**config.mk**
```make
export PLATFORM = sky130hd
export DESIGN_NAME = id_ctrl_pipe
export DESIGN_NICKNAME = d
export VERILOG_FILES = /design/src/rtl/id_ctrl_pipe.sv
export SDC_FILE = /design/constraint.sdc
export NUM_CORES = 1
export LEC_CHECK = 0
export CORE_UTILIZATION = 35
export DETAILED_ROUTE_END_ITERATION = 8
export HOLD_SLACK_MARGIN = 0.06
export PLACE_DENSITY = 0.69
export SYNTH_ARGS = -nofsm -noshare
export SYNTH_HDL_FRONTEND = slang
export SYNTH_SLANG_ARGS = --single-unit
```
**constraint.sdc**
```tcl
create_clock -name clk -period 3.4 [get_ports clk]
set_input_delay 0.34 -clock clk [delete_from_list [all_inputs] [get_ports clk]]
set_output_delay 0.34 -clock clk [all_outputs]
set_load 0.02 [all_outputs]
```
**src/rtl/id_ctrl_pipe.sv**
```systemverilog
// Registered RV32 decode stage sitting on the ID/EX boundary.
// Decodes the opcode into the control bundle and registers it behind a valid/ready handshake.
// Also handles load-use hazard bubbles, flush, illegal-opcode flagging and a multi-cycle
// issue hold after M-extension ops.
// Optional feature: define FPU_EN to decode OP-FP, FLW and FSW; otherwise those are illegal.
module id_ctrl_pipe #(
    parameter int unsigned PC_W       = 32,
    parameter int unsigned MULDIV_LAT = 4
) (
    input  logic            clk,
    input  logic            rst_n,
    input  logic            in_valid,
    output logic            in_ready,
    input  logic [31:0]     in_instr,
    input  logic [PC_W-1:0] in_pc,
    input  logic            flush,
    input  logic            ex_mem_read,
    input  logic [4:0]      ex_rd,
    output logic            out_valid,
    input  logic            out_ready,
    output logic [PC_W-1:0] out_pc,
    output logic [4:0]      out_rd,
    output logic [4:0]      out_rs1,
    output logic [4:0]      out_rs2,
    output logic [1:0]      out_alu_op,
    output logic [1:0]      out_alu_src_a,
    output logic            out_alu_src_b,
    output logic            out_branch,
    output logic            out_jal,
    output logic            out_jalr,
    output logic            out_mem_write,
    output logic            out_mem_read,
    output logic            out_reg_write,
    output logic [1:0]      out_result_src,
    output logic            out_falu_en,
    output logic            out_muldiv,
    output logic            out_illegal,
    output logic            busy
);

    localparam logic [6:0] OP_R      = 7'b0110011;
    localparam logic [6:0] OP_LOAD   = 7'b0000011;
    localparam logic [6:0] OP_IMM    = 7'b0010011;
    localparam logic [6:0] OP_JALR   = 7'b1100111;
    localparam logic [6:0] OP_STORE  = 7'b0100011;
    localparam logic [6:0] OP_BRANCH = 7'b1100011;
    localparam logic [6:0] OP_AUIPC  = 7'b0010111;
    localparam logic [6:0] OP_LUI    = 7'b0110111;
    localparam logic [6:0] OP_JAL    = 7'b1101111;
`ifdef FPU_EN
    localparam logic [6:0] OP_FP     = 7'b1010011;
    localparam logic [6:0] OP_FLW    = 7'b0000111;
    localparam logic [6:0] OP_FSW    = 7'b0100111;
`endif

    localparam int unsigned    CNT_W    = (MULDIV_LAT > 1) ? $clog2(MULDIV_LAT) : 1;
    localparam logic [CNT_W-1:0] CNT_INIT = CNT_W'(MULDIV_LAT - 1);
    localparam logic             HOLD_EN  = (MULDIV_LAT > 1);

    typedef enum logic {StRun, StHold} state_e;

    state_e           state_q, state_d;
    logic [CNT_W-1:0] cnt_q, cnt_d;

    logic [6:0] opcode;
    logic [6:0] funct7;
    logic [4:0] rd, rs1, rs2;
    logic [1:0] d_alu_op, d_alu_src_a, d_result_src;
    logic       d_alu_src_b, d_branch, d_jal, d_jalr, d_mem_write, d_mem_read, d_reg_write;
    logic       d_falu_en, d_muldiv, d_illegal;
    logic       rs1_used, rs2_used;
    logic       hazard, accept;

    assign opcode = in_instr[6:0];
    assign rd     = in_instr[11:7];
    assign rs1    = in_instr[19:15];
    assign rs2    = in_instr[24:20];
    assign funct7 = in_instr[31:25];

    // funct3 plays no part in control decode here
    logic unused_funct3;
    assign unused_funct3 = ^in_instr[14:12];

    // Opcode decode into the control bundle plus register-usage flags for the hazard check
    always_comb begin
        d_alu_op     = 2'd0;
        d_alu_src_a  = 2'd0;
        d_alu_src_b  = 1'b0;
        d_branch     = 1'b0;
        d_jal        = 1'b0;
        d_jalr       = 1'b0;
        d_mem_write  = 1'b0;
        d_mem_read   = 1'b0;
        d_reg_write  = 1'b0;
        d_result_src = 2'd0;
        d_falu_en    = 1'b0;
        d_muldiv     = 1'b0;
        d_illegal    = 1'b0;
        rs1_used     = 1'b0;
        rs2_used     = 1'b0;
        case (opcode)
            OP_R: begin
                d_alu_op = 2'd2; d_reg_write = 1'b1; rs1_used = 1'b1; rs2_used = 1'b1;
                d_muldiv = (funct7 == 7'b0000001);
            end
            OP_LOAD: begin
                d_alu_src_b = 1'b1; d_mem_read = 1'b1; d_result_src = 2'd1;
                d_reg_write = 1'b1; rs1_used = 1'b1;
            end
            OP_IMM: begin
                d_alu_op = 2'd3; d_alu_src_b = 1'b1; d_reg_write = 1'b1; rs1_used = 1'b1;
            end
            OP_JALR: begin
                d_alu_src_b = 1'b1; d_jalr = 1'b1; d_result_src = 2'd2;
                d_reg_write = 1'b1; rs1_used = 1'b1;
            end
            OP_STORE: begin
                d_alu_src_b = 1'b1; d_mem_write = 1'b1; rs1_used = 1'b1; rs2_used = 1'b1;
            end
            OP_BRANCH: begin
                d_alu_op = 2'd1; d_branch = 1'b1; rs1_used = 1'b1; rs2_used = 1'b1;
            end
            OP_AUIPC: begin
                d_alu_src_a = 2'd1; d_alu_src_b = 1'b1; d_reg_write = 1'b1;
            end
            OP_LUI: begin
                d_alu_src_a = 2'd2; d_alu_src_b = 1'b1; d_reg_write = 1'b1;
            end
            OP_JAL: begin
                d_jal = 1'b1; d_result_src = 2'd2; d_reg_write = 1'b1;
            end
`ifdef FPU_EN
            OP_FP: begin
                d_alu_op = 2'd2; d_reg_write = 1'b1; d_falu_en = 1'b1;
            end
            OP_FLW: begin
                d_alu_src_b = 1'b1; d_mem_read = 1'b1; d_result_src = 2'd1;
                d_reg_write = 1'b1; rs1_used = 1'b1;
            end
            OP_FSW: begin
                d_alu_src_b = 1'b1; d_mem_write = 1'b1; rs1_used = 1'b1; rs2_used = 1'b1;
            end
`endif
            default: d_illegal = 1'b1;
        endcase
    end

    // Load-use stall and input handshake; flush drops whatever is offered this cycle
    always_comb begin
        hazard = in_valid & ex_mem_read & (ex_rd != 5'd0) &
                 ((rs1_used & (ex_rd == rs1)) | (rs2_used & (ex_rd == rs2)));
        in_ready = (state_q == StRun) & ~hazard & ~flush & (~out_valid | out_ready);
        accept   = in_valid & in_ready;
        busy     = (state_q == StHold);
    end

    // Issue-hold FSM next state: an accepted M-ext op blocks new issue for MULDIV_LAT-1 cycles
    always_comb begin
        state_d = state_q;
        cnt_d   = cnt_q;
        if (flush) begin
            state_d = StRun;
            cnt_d   = '0;
        end else begin
            case (state_q)
                StRun: begin
                    if (accept && d_muldiv && HOLD_EN) begin
                        state_d = StHold;
                        cnt_d   = CNT_INIT;
                    end
                end
                StHold: begin
                    if (cnt_q <= CNT_W'(1)) begin
                        state_d = StRun;
                        cnt_d   = '0;
                    end else begin
                        cnt_d = cnt_q - CNT_W'(1);
                    end
                end
                default: begin
                    state_d = StRun;
                    cnt_d   = '0;
                end
            endcase
        end
    end

    // FSM state and hold counter registers
    always_ff @(posedge clk or negedge rst_n) begin
        if (!rst_n) begin
            state_q <= StRun;
            cnt_q   <= '0;
        end else begin
            state_q <= state_d;
            cnt_q   <= cnt_d;
        end
    end

    // ID/EX register: load on accept, bubble when drained, hold under back-pressure
    always_ff @(posedge clk or negedge rst_n) begin
        if (!rst_n) begin
            out_valid      <= 1'b0;
            out_pc         <= '0;
            out_rd         <= '0;
            out_rs1        <= '0;
            out_rs2        <= '0;
            out_alu_op     <= '0;
            out_alu_src_a  <= '0;
            out_alu_src_b  <= 1'b0;
            out_branch     <= 1'b0;
            out_jal        <= 1'b0;
            out_jalr       <= 1'b0;
            out_mem_write  <= 1'b0;
            out_mem_read   <= 1'b0;
            out_reg_write  <= 1'b0;
            out_result_src <= '0;
            out_falu_en    <= 1'b0;
            out_muldiv     <= 1'b0;
            out_illegal    <= 1'b0;
        end else if (flush) begin
            out_valid <= 1'b0;
        end else if (accept) begin
            out_valid      <= 1'b1;
            out_pc         <= in_pc;
            out_rd         <= rd;
            out_rs1        <= rs1;
            out_rs2        <= rs2;
            out_alu_op     <= d_alu_op;
            out_alu_src_a  <= d_alu_src_a;
            out_alu_src_b  <= d_alu_src_b;
            out_branch     <= d_branch;
            out_jal        <= d_jal;
            out_jalr       <= d_jalr;
            out_mem_write  <= d_mem_write;
            out_mem_read   <= d_mem_read;
            out_reg_write  <= d_reg_write;
            out_result_src <= d_result_src;
            out_falu_en    <= d_falu_en;
            out_muldiv     <= d_muldiv;
            out_illegal    <= d_illegal;
        end else if (out_ready) begin
            out_valid <= 1'b0;
        end
    end

endmodule
```
After elaboration in Yosys (flattened, before gate mapping) --
Index checks and enable logic that the tools add are counted.
Operators by class: $add $sub $neg 1, $lt $le $gt $ge 1, equality and inequality tests 13, mux-type cells 25, bitwise operators 15, reductions and logical operators 10
Operators with widths (count):
- 7-bit by 6-bit == test with 1-bit output, second input constant | 3
- 7-bit == test, second input constant | 3
- 1-bit 2-to-1 mux | 17
- 7-bit by 5-bit == test with 1-bit output, second input constant | 2
- 2-bit one-hot mux with 2 select lines | 3
- 6-bit OR reduction | 2
- 5-bit == test | 2
- 1-bit AND | 9
- 9-bit OR reduction | 1
- 7-bit by 1-bit == test with 1-bit output, second input constant | 1
- 7-bit by 2-bit == test with 1-bit output, second input constant | 1
- 7-bit OR reduction | 1
- 2-bit 2-to-1 mux | 3
- 2-bit one-hot mux with 3 select lines | 1
- 5-bit nonzero test | 1
- 1-bit NOT | 4
- 3-bit by 2-bit inequality test with 1-bit output, second input constant | 1
- 3-bit nonzero test | 1
- 3-bit OR reduction | 1
- 2-bit by 1-bit less-or-equal comparator with 1-bit output, second input constant | 1
- 1-bit OR | 2
- 1-bit one-hot mux with 2 select lines | 1
- 2-bit AND reduction | 1
- 2-bit OR reduction | 1
- other kinds (2) | 2
Storage, ports and cells: bits in registers 66, input bits 75, output and inout port bits 66, word-level logic and storage cells 84

Logic depth before layout (Yosys ltp) --
depth after elaboration 15, depth in mapped cells 8, depth with buffers taken out 5

Worst setup path before layout --
No wires, ideal clock.
kind input to output, start point input ex_rd[0], end point output in_ready, arrival time 1721 ps, setup slack 1339 ps, stages 4, path through or4_1 -> o21ai_0 -> nor2_1 -> a21boi_0
Between the ends: word-level cells in the longest chain between the ends 8, elaborated cells between the ends (all ways) 12, classes of those cells eq/ne: 2; bitwise: 9; reduce/logical: 1
Ends and longest elaborated chain:
- start, declared | RTL line 18 | input logic [4:0] ex_rd,
- 5-bit == test | RTL line 151 | ((rs1_used & (ex_rd == rs1)) | (rs2_used & (ex_rd == rs2)));
- 1-bit AND | RTL line 151
- 1-bit OR | RTL line 151
- 1-bit AND (*) | RTL line 150 | hazard = in_valid & ex_mem_read & (ex_rd != 5'd0) &
- 1-bit NOT (*) | RTL line 152 | in_ready = (state_q == StRun) & ~hazard & ~flush & (~out_valid | out_ready);
- 1-bit AND (*) (3 in series) | RTL line 152
- end, declared | RTL line 13 | output logic in_ready,
Mark *: on every way between the ends. The rest lies on a longest branch, timed or not.

Final worst setup path --
Same ends and word-level chain as after synthesis.

==> reports/qor.csv <==
metric,value,unit
die_area,9250,sq um
core-area,8380,sq um
stdcell_count,463,
power_frac_comb,0.305,
synth.avg_cell_area,14.6,sq um
p_int,1.62,mW
post-route-min-period,3020,ps
antenna_found_initial,0,
fp.dieH,96.2,um
syn-cell-area,3100,sq um
fill_cells,708,
areaGrowthSynthToFinish,51.4,%
grt_pass1_vias,2205,
drt_iter0_drc,58,
synth-seq-cells,65,
hp-class,input pin to asynchronous set/reset pin,
critPathMaxFanout,3,
worst_slew_pin_slew,775,ps
wirelength,7.14,mm
power_density,482,nW/um^2
setup.worst_path.class,input pin to output pin,
p_total,2.27,mW
final_common_cell,clkdlybuf4s50_1,
fin_nets,428,
status,completed,
path_clk_slew,70,ps
numPortBuffers,136,
syn-instance-count,213,
drc_errors,0,
dp_hpwl,5.38,mm
worstPathCellList,clkdlybuf4s50_1 > or4_1 > o21ai_0 > nor2_1 > a21boi_0 > clkdlybuf4s50_1,
n_antenna_cell,0,
dp_cells,447,
critPathMaxStageDelay,630,ps
fin_crit_sh,0.889,
setup-tns-final,0,ps
cp_slowest_cell,clkdlybuf4s50_1,
ctsHtreeMaxLevel,3,
layout_common_cells,"clkdlybuf4s50_1 (135), dfrtp_1 (65), mux2_4 (55), nor2_1 (12), clkbuf_8 (9)",
drive_above_1_share,0.232,
setup_viol_count_final,0,
grt-ovfl-total,0,
maxSlewHeadroom,0.483,
wire_per_inst,15.4,um
end_kind,output pin,
startpoint_type,input pin,
clkPwrFrac,0.283,
grtUsageTotal,0.162,
finalClockSkew,9.58,ps
vias,2150,
drtAntennaViolNets,0,
critPathArrivalTime,2680,ps
p_leak,2.01,nW
fmax,331,MHz
final_max_slew_viol_count,0,
via_per_inst,4.64,
synth_fp_nets,288,
cts-root-buf,clkbuf_8,
grt_max_degree,37,
io_pins,141,
hold_buffers,0,
yosys_warnings,0,
cts_buffers,9,
finalHoldViolCount,0,
required,3060,ps
ir_drop,0.218,mV
firstDrtPassIters,4,
cap_violations,0,
cts_buffer_depth,2,
cts_resized,0,
yosysSeqAreaShare,0.524,
power.switching,0.642,mW
row_count,33,
cts_setup_buffers,0,
cts_tree,yes,
grt_pass1_wl,11.0,mm
synthDistinctLibCells,39,
rsz0062_at_grt,false,
switching_share,0.283,
cts.sinks,65,
clkLatencyLatePin,330,ps
die_w,96.2,um
crit_top_cell,clkdlybuf4s50_1,
place_congestion,0.746,
worst_hold_slack,70.3,ps
start_util,0.370,
power_frac_seq,0.412,
==> worst max-delay path, delay by kind of cell <==
kind / cells / cell delay (ps)
AO/OA/AOI/OAI: 2 / 540
buffers and inverters: 2 / 1100
AND/OR/NAND/NOR: 2 / 700
==> logic make-up after synthesis <==
| logic type | after synthesis | synth area share |
|---|---|---|
| AOI/OAI and AO/OA | 21 | 0.0415 |
| xor gates and xnor gates | 10 | 0.0282 |
| muxes | 57 | 0.273 |
| other | 1 | 0.00121 |
| and+or+nand+nor | 40 | 0.0722 |
| DFF | 65 | 0.524 |
| buffers and inverters | 19 | 0.0597 |
==> area by class of cell <==
cell class	count	area, sq um	area share
clock buffers	9	124	0.0264
clock inverters	7	71.3	0.0152
inverters	7	26.3	0.00559
multi-input cells	129	1300	0.277
flip-flops and latches	65	1630	0.346
well taps	105	131	0.0280
repair buffers	141	1420	0.302
==> per-layer routing <==
layer  routed length (um)  vias to the layer above  GRT usage
met1                 3040                     1046      0.206
met5                    0                        -          0
met3                  399                       10     0.0316
li1                     -                     1027          -
met2                 3570                       67      0.266
met4                  121                        0     0.0746
==> flip-flops by register name, summed over array words and instances (netlist names), 2 cells and up <==
name	cells
out_pc	32
out_rd	5
out_rs1	5
out_rs2	5
cnt_q	2
out_alu_op	2
out_alu_src_a	2
==> final timing paths <==
kind	from	endpoint	slack, ps	cells after the start
max in group asynchronous	rst_n	out_pc[24]$_DFFE_PN0P_	2440	2
worst min-delay path	rst_n	out_rs2[1]$_DFFE_PN0P_	70	1
worst max-delay path	ex_rd[0]	in_ready	380	6
worst max register to register	out_valid$_DFFE_PN0P_	out_pc[20]$_DFFE_PN0P_	1290	6
worst min register to register	out_pc[2]$_DFFE_PN0P_	out_pc[2]$_DFFE_PN0P_	510	1
min in group clk	out_pc[2]$_DFFE_PN0P_	out_pc[2]$_DFFE_PN0P_	510	1
==> synth_stat cells, drive strengths merged <==
cell type  count  area share
a21oi          6      0.0097
conb           1      0.0012
and3b          1      0.0028
a311oi         1      0.0028
and4bb         1      0.0040
nand3          3      0.0048
or4b           1      0.0032
nand3b         1      0.0024
o22a           1      0.0028
o22ai          2      0.0040
buf           12       0.051
nor2b          1      0.0020
nor4           2      0.0040
inv            7      0.0085
or2            2      0.0040
nor2          12       0.015
nand4b         2      0.0056
a21boi         1      0.0024
o211ai         1      0.0024
o21ai          6      0.0097
a21o           1      0.0024
nor3           2      0.0032
a211o          1      0.0028
nand4          3      0.0060
or3            1      0.0020
or4            1      0.0024
and2           1      0.0020
mux2          57        0.27
xor2           2      0.0056
dfrtp         65        0.52
nand2          4      0.0048
xnor2          8       0.023
o21a           1      0.0024
nand2b         2      0.0040
==> per-stage QoR <==
| stage | util | area, sq um | worst slack [ps] |
|---|---|---|---|
| 3_5_place_dp | 0.537 | 4500 | 385 |
| 6_report | 0.561 | 4700 | 378 |
| 2_1_floorplan | - | 3100 | 1340 |
| 4_1_cts | 0.561 | 4700 | 367 |
| 3_3_place_gp | 0.537 | 4500 | 363 |
| 5_1_grt | 0.561 | 4700 | 170 |
==> power groups by stage <==
stage,combinational (mW),clock (mW),sequential [mW]
4_1_cts,0.701,0.667,0.934
3_5_place_dp,0.698,0,0.945
2_1_floorplan,0.226,0,1.08
6_report,0.692,0.641,0.934
3_3_place_gp,0.692,0,0.943
5_1_grt,0.732,0.710,0.948
No activity file was read; power rests on OpenSTA's default activity.
